**src/rtl/spm_ctrl.sv**
```systemverilog
// -----------------------------------------------------------------------------
// spm_ctrl -- sequencer for a serial/parallel multiplier (spm) array.
//
// The array takes a parallel multiplicand on spm_x and a serial multiplier
// bit per cycle on spm_y, and returns product bits LSB first on spm_p, PLAT
// cycles after the matching y bit. This block clears the array, streams the
// sign-extended multiplier through it and gathers the 2*WIDTH product bits.
//
// Ports
//   clk        : clock, all state changes on its rising edge
//   rst        : synchronous active-high reset
//   start      : multiply request, accepted in IDLE or DONE only
//   mc, mp     : two's-complement multiplicand / multiplier, sampled on accept
//   busy       : high in CLEAR and RUN
//   done       : one-cycle pulse in DONE
//   prod       : signed product, valid with done, held until the next accept
//   spm_rst    : clear for the array registers (CLEAR state and reset cycle)
//   spm_x      : parallel operand to the array, constant through RUN
//   spm_y      : serial multiplier bit to the array
//   spm_p      : serial product bit from the array, LSB first
//   state_dbg  : current FSM state (IDLE=0, CLEAR=1, RUN=2, DONE=3)
//
// Handshake: start is a level sampled at the rising edge; it is acted on only
// when the FSM is in IDLE or DONE, otherwise it is dropped (never queued).
// done is a single-cycle qualifier for prod; there is no backpressure.
// -----------------------------------------------------------------------------
module spm_ctrl #(
   parameter int WIDTH = 32,
   parameter int PLAT  = 1
) (
   input  logic               clk,
   input  logic               rst,
   input  logic               start,
   input  logic [WIDTH-1:0]   mc,
   input  logic [WIDTH-1:0]   mp,
   output logic               busy,
   output logic               done,
   output logic [2*WIDTH-1:0] prod,
   output logic               spm_rst,
   output logic [WIDTH-1:0]   spm_x,
   output logic               spm_y,
   input  logic               spm_p,
   output logic [1:0]         state_dbg
);

   localparam int RUN_LEN = 2*WIDTH + PLAT;
   // Wide enough to hold RUN_LEN itself, so the counter can never wrap.
   localparam int CW = $clog2(RUN_LEN + 1);

   localparam logic [1:0] S_IDLE  = 2'd0;
   localparam logic [1:0] S_CLEAR = 2'd1;
   localparam logic [1:0] S_RUN   = 2'd2;
   localparam logic [1:0] S_DONE  = 2'd3;

   localparam logic [CW-1:0] CNT_LAST  = CW'(RUN_LEN - 1);
   localparam logic [CW-1:0] CAP_FIRST = CW'(PLAT);
   localparam logic [CW-1:0] Y_END     = CW'(2*WIDTH);

   logic [1:0]       state_q;
   logic [1:0]       state_d;
   logic [CW-1:0]    cnt_q;
   logic [WIDTH-1:0] mp_sr;
   logic             accept;

   assign accept = start && ((state_q == S_IDLE) || (state_q == S_DONE));

   always_comb begin
      state_d = state_q;
      case (state_q)
         S_IDLE:  if (start) state_d = S_CLEAR;
         S_CLEAR: state_d = S_RUN;
         S_RUN:   if (cnt_q == CNT_LAST) state_d = S_DONE;
         S_DONE:  state_d = start ? S_CLEAR : S_IDLE;
         default: state_d = S_IDLE;
      endcase
   end

   always_ff @(posedge clk) begin
      if (rst) begin
         state_q <= S_IDLE;
         cnt_q   <= '0;
         mp_sr   <= '0;
         spm_x   <= '0;
         prod    <= '0;
      end else begin
         state_q <= state_d;

         if ((state_q == S_RUN) && (cnt_q != CNT_LAST))
            cnt_q <= cnt_q + CW'(1);
         else
            cnt_q <= '0;

         if (state_q == S_RUN) begin
            // Arithmetic shift: once the WIDTH real bits are used up, bit 0
            // keeps presenting the sign bit, which is the sign extension.
            mp_sr <= {mp_sr[WIDTH-1], mp_sr[WIDTH-1:1]};
            // Product bits arrive PLAT cycles after their y bit; shifting in
            // at the MSB leaves the first captured bit in prod[0].
            if (cnt_q >= CAP_FIRST)
               prod <= {spm_p, prod[2*WIDTH-1:1]};
         end

         if (accept) begin
            spm_x <= mc;
            mp_sr <= mp;
            prod  <= '0;
         end
      end
   end

   // y is zero outside RUN and after the 2*WIDTH sign-extended bits, so the
   // array sees no stray partial products while the pipeline drains.
   assign spm_y     = (state_q == S_RUN) && (cnt_q < Y_END) && mp_sr[0];
   assign spm_rst   = rst || (state_q == S_CLEAR);
   assign busy      = (state_q == S_CLEAR) || (state_q == S_RUN);
   assign done      = (state_q == S_DONE);
   assign state_dbg = state_q;

endmodule

```
**config.mk**
```make
export PLATFORM = sky130hd
export DESIGN_NAME = spm_ctrl
export DESIGN_NICKNAME = d
export VERILOG_FILES = /design/src/rtl/spm_ctrl.sv
export SDC_FILE = /design/constraint.sdc
export NUM_CORES = 1
export LEC_CHECK = 0
export ABC_AREA = 1
export ABC_CLOCK_PERIOD_IN_PS = 4200
export BUFFER_PORTS_ARGS = -buffer_cell sky130_fd_sc_hd__buf_4
export CAP_MARGIN = 0
export CORE_MARGIN = 4
export CORE_UTILIZATION = 30
export CTS_CLUSTER_SIZE = 14
export DETAILED_ROUTE_END_ITERATION = 7
export SYNTH_ARGS = -nofsm -noshare
export SYNTH_HDL_FRONTEND = slang
export SYNTH_SLANG_ARGS = --single-unit
```
**constraint.sdc**
```tcl
create_clock -name clk -period 4.2 [get_ports clk]
set_input_delay 0.63 -clock clk [delete_from_list [all_inputs] [get_ports clk]]
set_output_delay 0.63 -clock clk [all_outputs]
set_load 0.005 [all_outputs]
```
## Word level (Yosys, flattened, before mapping)

Index checks and enable logic that the tools add are counted.

- Output and inout port bits: 102
- Register bits: 137

- Reductions and logical operators: 13
- Eq/ne operators: 7
- Multiplexer cells: 6
- Magnitude comparators: 2
- Bitwise gates (word level): 1
- Add/subtract/negate cells: 1

Operators by type and width:

| operator | count |
|---|---|
| 32-bit 2-to-1 mux | 1 |
| 31-bit 2-to-1 mux | 1 |
| 2-bit case mux with 4 select lines | 1 |
| 7-bit by 1-bit adder with 7-bit output, second input constant | 1 |
| 7-bit == test, second input constant | 1 |
| 7-bit by 1-bit >= comparator with 1-bit output, second input constant | 1 |
| 7-bit < comparator, second input constant | 1 |
| 7-bit inequality test, second input constant | 1 |
| 2-bit == test, second input constant | 2 |
| 1-bit logical AND | 4 |
| 2-bit 2-to-1 mux | 2 |
| 2-bit inequality test, second input constant | 2 |
| 2-bit AND reduction | 2 |
| 2-bit OR reduction | 2 |
| 1-bit logical OR | 3 |
| 2-bit by 1-bit == test with 1-bit output, second input constant | 1 |
| 2-bit zero test | 1 |
| 2-bit nonzero test | 1 |
| 1-bit 2-to-1 mux | 1 |
| 1-bit inverter | 1 |

## Longest topological paths before layout

Gate-level depths: netlist of the first run.

- Depth after elaboration: 4
- Gate-level depth with buffers: 10
- Gate-level depth less buffers: 9

## Least setup slack after synthesis of the first run

OpenSTA, ideal clock, no wires.

- Kind: register to output
- Start point: reg state_q[0] (netlist: state_dbg[0])
- End point: out spm_y
- Slack: 2.497 ns
- Data required time: 3.570 ns
- Buffers on the path: 1
- Arrival time: 1.073 ns
- Stages on the path, launching flop included: 6
- Path through: dfxtp_1 inv_1 ha_1 buf_2 inv_1 nor3_1

- Word-level cells in the longest chain between the ends: 3

RTL lines:

| element | line | source |
|---|---|---|
| from (decl) | 59 | `logic [1:0] state_q;` |
| from (signal assigned) | 86 | `state_q <= state_d;` |
| 2-bit == test | 113 | `assign spm_y = (state_q == S_RUN) && (cnt_q < Y_END) && mp_sr[0];` |
| 1-bit logical AND (2 in series) | 113 |  |
| to (decl) | 41 | `output logic spm_y,` |

No other way between the ends.

## Worst setup path in the final report of the first run

- Start point: reg state_q[0] (netlist: state_dbg[0])
- End point: reg mp_sr[0]

- Word-level cells in the longest chain between the ends: 4
- Elaborated cells between the ends (all ways): 7

RTL lines:

| element | line | source |
|---|---|---|
| 2-bit == test or 2-bit zero test (tied branches) | 65 | `assign accept = start && ((state_q == S_IDLE) \|\| (state_q == S_DONE));` |
| 1-bit logical OR | 65 |  |
| 1-bit logical AND | 65 |  |
| 32-bit 2-to-1 mux or 2-bit nonzero test (tied branches) | - |  |
| to (signal assigned) | 96 | `mp_sr <= {mp_sr[WIDTH-1], mp_sr[WIDTH-1:1]};` |
| to (signal assigned) | 105 | `mp_sr <= mp;` |
| to (decl) | 62 | `logic [WIDTH-1:0] mp_sr;` |

Several ways; a longest one is shown, not always the timed one. The select of a mux whose other input is x is not followed.
A chain may end at the register's enable or synchronous reset.

==> out/qor.txt, run 1 <==
root buffer cell: clkbuf_16
critical path's largest stage delay: 0.77 ns
post-placement cell count: 1,190
CTS Buf Count: 17
Rows: 50
period utilization: 0.565
Final Core Density: 0.411
Post-synth ARST share: 0
Worst-Margin Slew: 1.06 ns
Final Wtd Congestion: 0.750
first-pass GRT wire length: 24,800 um
worst vdd rail ir drop: 0.313 mV
min-delay src: mp_sr[2]
Nets: 1,025
f_max: 422 MHz
Synth cell types: 26
worst clock skew: 0.0114 ns
number of port buffers: 169
fraction of layout instances using a drive strength above 1: 0.227
Final Hold Viols: 0
Pwr per Cell Area: 604 mW/mm^2
min Tclk post-route: 2.37 ns
final std cells w/o fill: 1,221
post-route ant nets: 0
drt wl/cell: 12.1 um
Synth Flop Type: dfxtp_1
initial antenna violation count: 0
Hold Crit Class: reg -> reg
WP buf/inv: 2
vias per inst: 4.37
worst setup margin: 1.83 ns
dpl ws: 1.84 ns
post-CTS setup buffer count: 0
Ant. Diodes: 0
Largest delay share family, worst path: simple AND/OR/NAND/NOR gates
critical path required time: 4.49 ns
hold_buf cts: 0
Clock Latency Late Sink: 0.41 ns
syn_area_per_cell: 7.19 sq um
DR DRC count: 0
Synth-to-Final Area Change: 33.8%
EDFF count, synth: 0
main area contributors after synthesis: dfxtp_1 47%, nor2_1 13%, nand2_1 9.1%, nand3_1 8.4%, inv_1 5.2%
cell taking the most area after synthesis: dfxtp_1
Filler Cell Count: 2,024
P_leak: 0.00317 uW
setup tns final: 0 ns
HPWL after DPL: 9510 um
Die Width: 147 um
Post-Route WL: 14,800 um
initial DRC count: 251
startpoint types: flop
Die ar.: 0.0216 sq mm
commonest cells in the netlist: 205 x nor2_1, 140 x nand2_1, 137 x dfxtp_1
Arrival @ worst endpoint: 2.66 ns
fin. max-slew vios: 0
crit end category: flop
Seq cells post-synth: 137
Sink Count: 137
core footprint: 0.0189 sq mm
Total GRT Usage: 0.138
sequential share of the synthesized area: 0.472
DR vias: 5,331
post_cts resized: 0
max-cap violation count: 0
CP max-delay cell: nand2_2
die height: 147 um
drt first pass iters: 4
vias in the first global route: 5,109
grt ovf: 0
fraction of synthesized cell area taken by the top area cell type: 0.472
Yosys warnings: 0
Slew headroom: 0.293
Mapped Area: 0.00581 sq mm
status: finished clean
cells along the critical path: inv_1 > ha_1 > inv_1 > nand2_2 > o21ai_0 > a21oi_1 > nor2_1
Worst-path clk slew: 0.06 ns
Post-Syn Nets: 884
most used cell, CP: inv_1
# IOs: 170
worst-case clock buffer depth: 2
final setup fails: 0
crit-path max FO: 64
RSZ-0062 raised after global routing: no
count leader, synth: nor2_1
Crit Reg-Reg Startpoint: state_dbg[0]
crit path kind: reg -> reg
pin count of the biggest net entering global routing: 99
CTS tree: done
crit path from: state_dbg[0]
Initial Util: 0.307
Post-Synthesis Cells: 808
H-tree Lvls: 4
Power, Total: 4690 uW
==> per-stage QoR <==
step	hold WS, ns	area, sq um
after floorplan	0.453	5810
after global placement	0.461	7130
after detailed placement	0.469	7130
after CTS	0.456	7770
after global routing	0.471	7770
final	0.477	7770
==> state kept, by name, indices dropped and copies added (netlist names) <==
| signal | cells |
|---|---|
| cnt_q | 7 |
| mp_sr | 32 |
| prod | 64 |
| spm_x | 32 |
| state_dbg | 2 |
==> final timing paths <==
path,slack [ns],endpoint,cells after the start
setup / recovery,1.83,mp_sr[0],7
hold / removal,0.48,mp_sr[2],2
setup reg to reg,1.83,mp_sr[0],7
hold reg to reg,0.48,mp_sr[2],2
==> where the power goes <==
part / internal [uW] / switching, uW / leakage, uW
Sequential: 1540 / 148 / 0.00112
Combinational: 543 / 860 / 0.00175
Clock: 1060 / 542 / 0.000304
==> tightest hold or removal path: stages, from the launching register on <==
cell and delay [ns]:
dfxtp_1 0.31, nand2_1 0.06, a31oi_1 0.06
==> logic make-up (layout without fill, tap and decap cells) <==
kind of cell,count (synthesis),count (layout),synth area share
compound gates,68,68,0.0653
xor+xnor,4,4,0.00603
fa+ha+maj,8,8,0.0172
buf+inv,132,285,0.108
flops,137,137,0.472
simple gates,459,459,0.331
==> layout make-up <==
cell class	count	area, sq um	share of cell area
flip-flops and latches	137	2740	0.353
multi-input cells	539	2460	0.317
repair buffers	174	1310	0.168
clock buffers	25	495	0.0638
well taps	260	325	0.0419
inverters	80	300	0.0387
clock inverters	6	136	0.0176
==> layout by cell type (no fill, tap or decap), types with 6 or more instances in the layout <==
cell type / instances
inv_1: 80
buf_4: 174
nor2_1: 204
clkbuf_16: 17
o21ai_0: 34
nor2_2: 6
a31oi_1: 29
ha_1: 7
dfxtp_1: 137
nand3_1: 98
nand2_1: 139
==> layer usage <==
layer | vias to the layer above | GRT usage | part of all wire
met5 | - | 0 | 0
met4 | 0 | 0.0368 | 0.010
met3 | 11 | 0.0549 | 0.074
met2 | 145 | 0.216 | 0.45
met1 | 2377 | 0.177 | 0.47
li1 | 2798 | - | -
Power figures use the tool's default switching activity.
==> inputs of run 2 (changes only) <==
ABC_CLOCK_PERIOD_IN_PS = 2029   (was 4200)
clock period = 2.03 ns   (was 4.2 ns; I/O delays follow)
==> run 2 against run 1 <==
Against the previous run: cell count increased by 0.82%; setup slack got worse by 1.6 ns; combinational power increased by 130%; maximum frequency increased by 28%; sequential share of layout area decreased by 0.59 points; largest cell class unchanged; routed wire length increased by 0.18%; critical path type unchanged; utilization increased by 0.74 points; sequential power increased by 110%; non-clock buffer count increased by 9.
==> out/qor.txt, run 2 (same netlist as run 1, synthesis figures left out) <==
commonest non-fill, non-tap cell in the layout: nor2_1
post-route ant nets: 0
met2 Track Usage GR: 0.201
setup tns final: 0 ns
worst clock skew: 0.0119 ns
RSZ-0062 raised after global routing: no
die height: 147 um
drt first pass iters: 4
Worst-path clk slew: 0.06 ns
dpl ws: 0.0731 ns
most frequent cells in the layout: 204 x nor2_1, 176 x buf_4, 139 x nand2_1
Design Area, Final: 0.00791 sq mm
Clock Latency Late Sink: 0.41 ns
Crit Reg-Reg Startpoint: state_dbg[0]
Final Wtd Congestion: 0.765
min Tclk post-route: 1.85 ns
period utilization: 0.910
# IOs: 170
pin count of the biggest net entering global routing: 68
fraction of layout instances using a drive strength above 1: 0.242
startpoint types: flop
Die ar.: 0.0216 sq mm
Largest regs: prod x64, mp_sr x32, spm_x x32
Pwr per Cell Area: 1240 mW/mm^2
max-cap violation count: 0
Rows: 50
Die Width: 147 um
CTS Buf Count: 17
grt peak-use layer: met2
M3 GR Usage: 0.0555
worst setup margin: 0.183 ns
Ant. Diodes: 0
Final Hold Viols: 0
root buffer cell: clkbuf_16
final setup fails: 0
critical path required time: 2.33 ns
number of port buffers: 169
crit path kind: reg -> reg
Final Core Density: 0.418
Arrival @ worst endpoint: 2.15 ns
Total GRT Usage: 0.136
worst-case clock buffer depth: 2
vias per inst: 4.36
DR DRC count: 0
Slew headroom: 0.404
first-pass GRT wire length: 24,500 um
hold_buf cts: 0
DR vias: 5,373
initial DRC count: 194
critical path's largest stage delay: 0.43 ns
fin. max-slew vios: 0
core footprint: 0.0189 sq mm
Synth-to-Final Area Change: 36.2%
CP max-delay cell: dfxtp_1
Filler Cell Count: 2,007
GR Util met1: 0.184
WP buf/inv: 3
Hold Crit Class: in -> reg
worst vdd rail ir drop: 0.660 mV
Post-Route WL: 14,800 um
f_max: 541 MHz
P_leak: 0.00324 uW
min-delay src: mc[31]
grt ovf: 0
crit-path max FO: 14
max reg flops: 64
Power, Total: 9840 uW
initial antenna violation count: 0
Initial Util: 0.307
Largest delay share family, worst path: simple AND/OR/NAND/NOR gates
Worst-Margin Slew: 0.895 ns
Sink Count: 137
crit path from: state_dbg[0]
CTS tree: done
most used cell, CP: nand2_1
H-tree Lvls: 4
placed instance area: 0.00727 sq mm
crit end category: flop
cells along the critical path: inv_2 > ha_1 > nor2_4 > nor2_2 > buf_4 > nand2_1 > o211ai_1 > nand2_1 > inv_1
drt wl/cell: 12.1 um
HPWL after DPL: 9640 um
Top reg by flops: prod
vias in the first global route: 4,887
Nets: 1,034
status: finished clean
==> run 2: changes by cell type in the layout (fill, tap and decap cells not counted), moves of 2 or more <==
cell,before,now
buf_12,0,6
buf_4,174,176
bufinv_16,4,2
clkbuf_1,4,0
clkinv_2,0,3
clkinvlp_4,1,3
dfxtp_1,137,135
dfxtp_2,0,2
==> run 2: power by group <==
| group | switching [uW] | internal [uW] |
|---|---|---|
| logic | 1860 | 1350 |
| clock network | 1170 | 1970 |
| registers | 298 | 3190 |
==> run 2: per-stage QoR <==
stage	hold slack, ns	instances
detailed placement	0.469	1198
floorplan	0.448	808
global placement	0.463	1198
finish	0.143	1231
global route	0.138	1231
CTS	0.121	1230
==> run 2: layout make-up <==
| cell class | count | area [sq um] | share of cell area |
|---|---|---|---|
| Timing Repair Buffer | 183 | 1470 | 0.185 |
| Clock inverter | 10 | 115 | 0.0146 |
| Tap cell | 260 | 325 | 0.0411 |
| Multi-Input combinational cell | 539 | 2460 | 0.311 |
| Clock buffer | 22 | 494 | 0.0625 |
| Inverter | 80 | 300 | 0.0380 |
| Sequential cell | 137 | 2750 | 0.347 |
==> run 2: tightest hold or removal path, cell delays in order <==
cell and delay [ns]:
buf_4 0.07, o21ai_0 0.07, nor2_1 0.07
==> run 2: path summary, 6_finish.rpt <==
check                                 end  slack [ns]  depth (start not counted)
worst max register to register  mp_sr[30]        0.18                          9
worst min register to register   cnt_q[0]        0.47                          1
worst min-delay path            spm_x[31]        0.14                          3
worst max-delay path            mp_sr[30]        0.18                          9
==> run 2: metal layers <==
layer / part of all wire / up-vias
met5: 0 / -
met4: 0.0082 / 0
met3: 0.082 / 9
met2: 0.44 / 135
met1: 0.47 / 2408
li1: - / 2821
==> run 2: timing repair <==
| action | in CTS | in global routing |
|---|---|---|
| setup buffers | 0 | 0 |
| resized for setup | 0 | 3 |
| hold endpoints to repair | 0 | 0 |
| endpoints found under the setup margin | 0 | 46 |
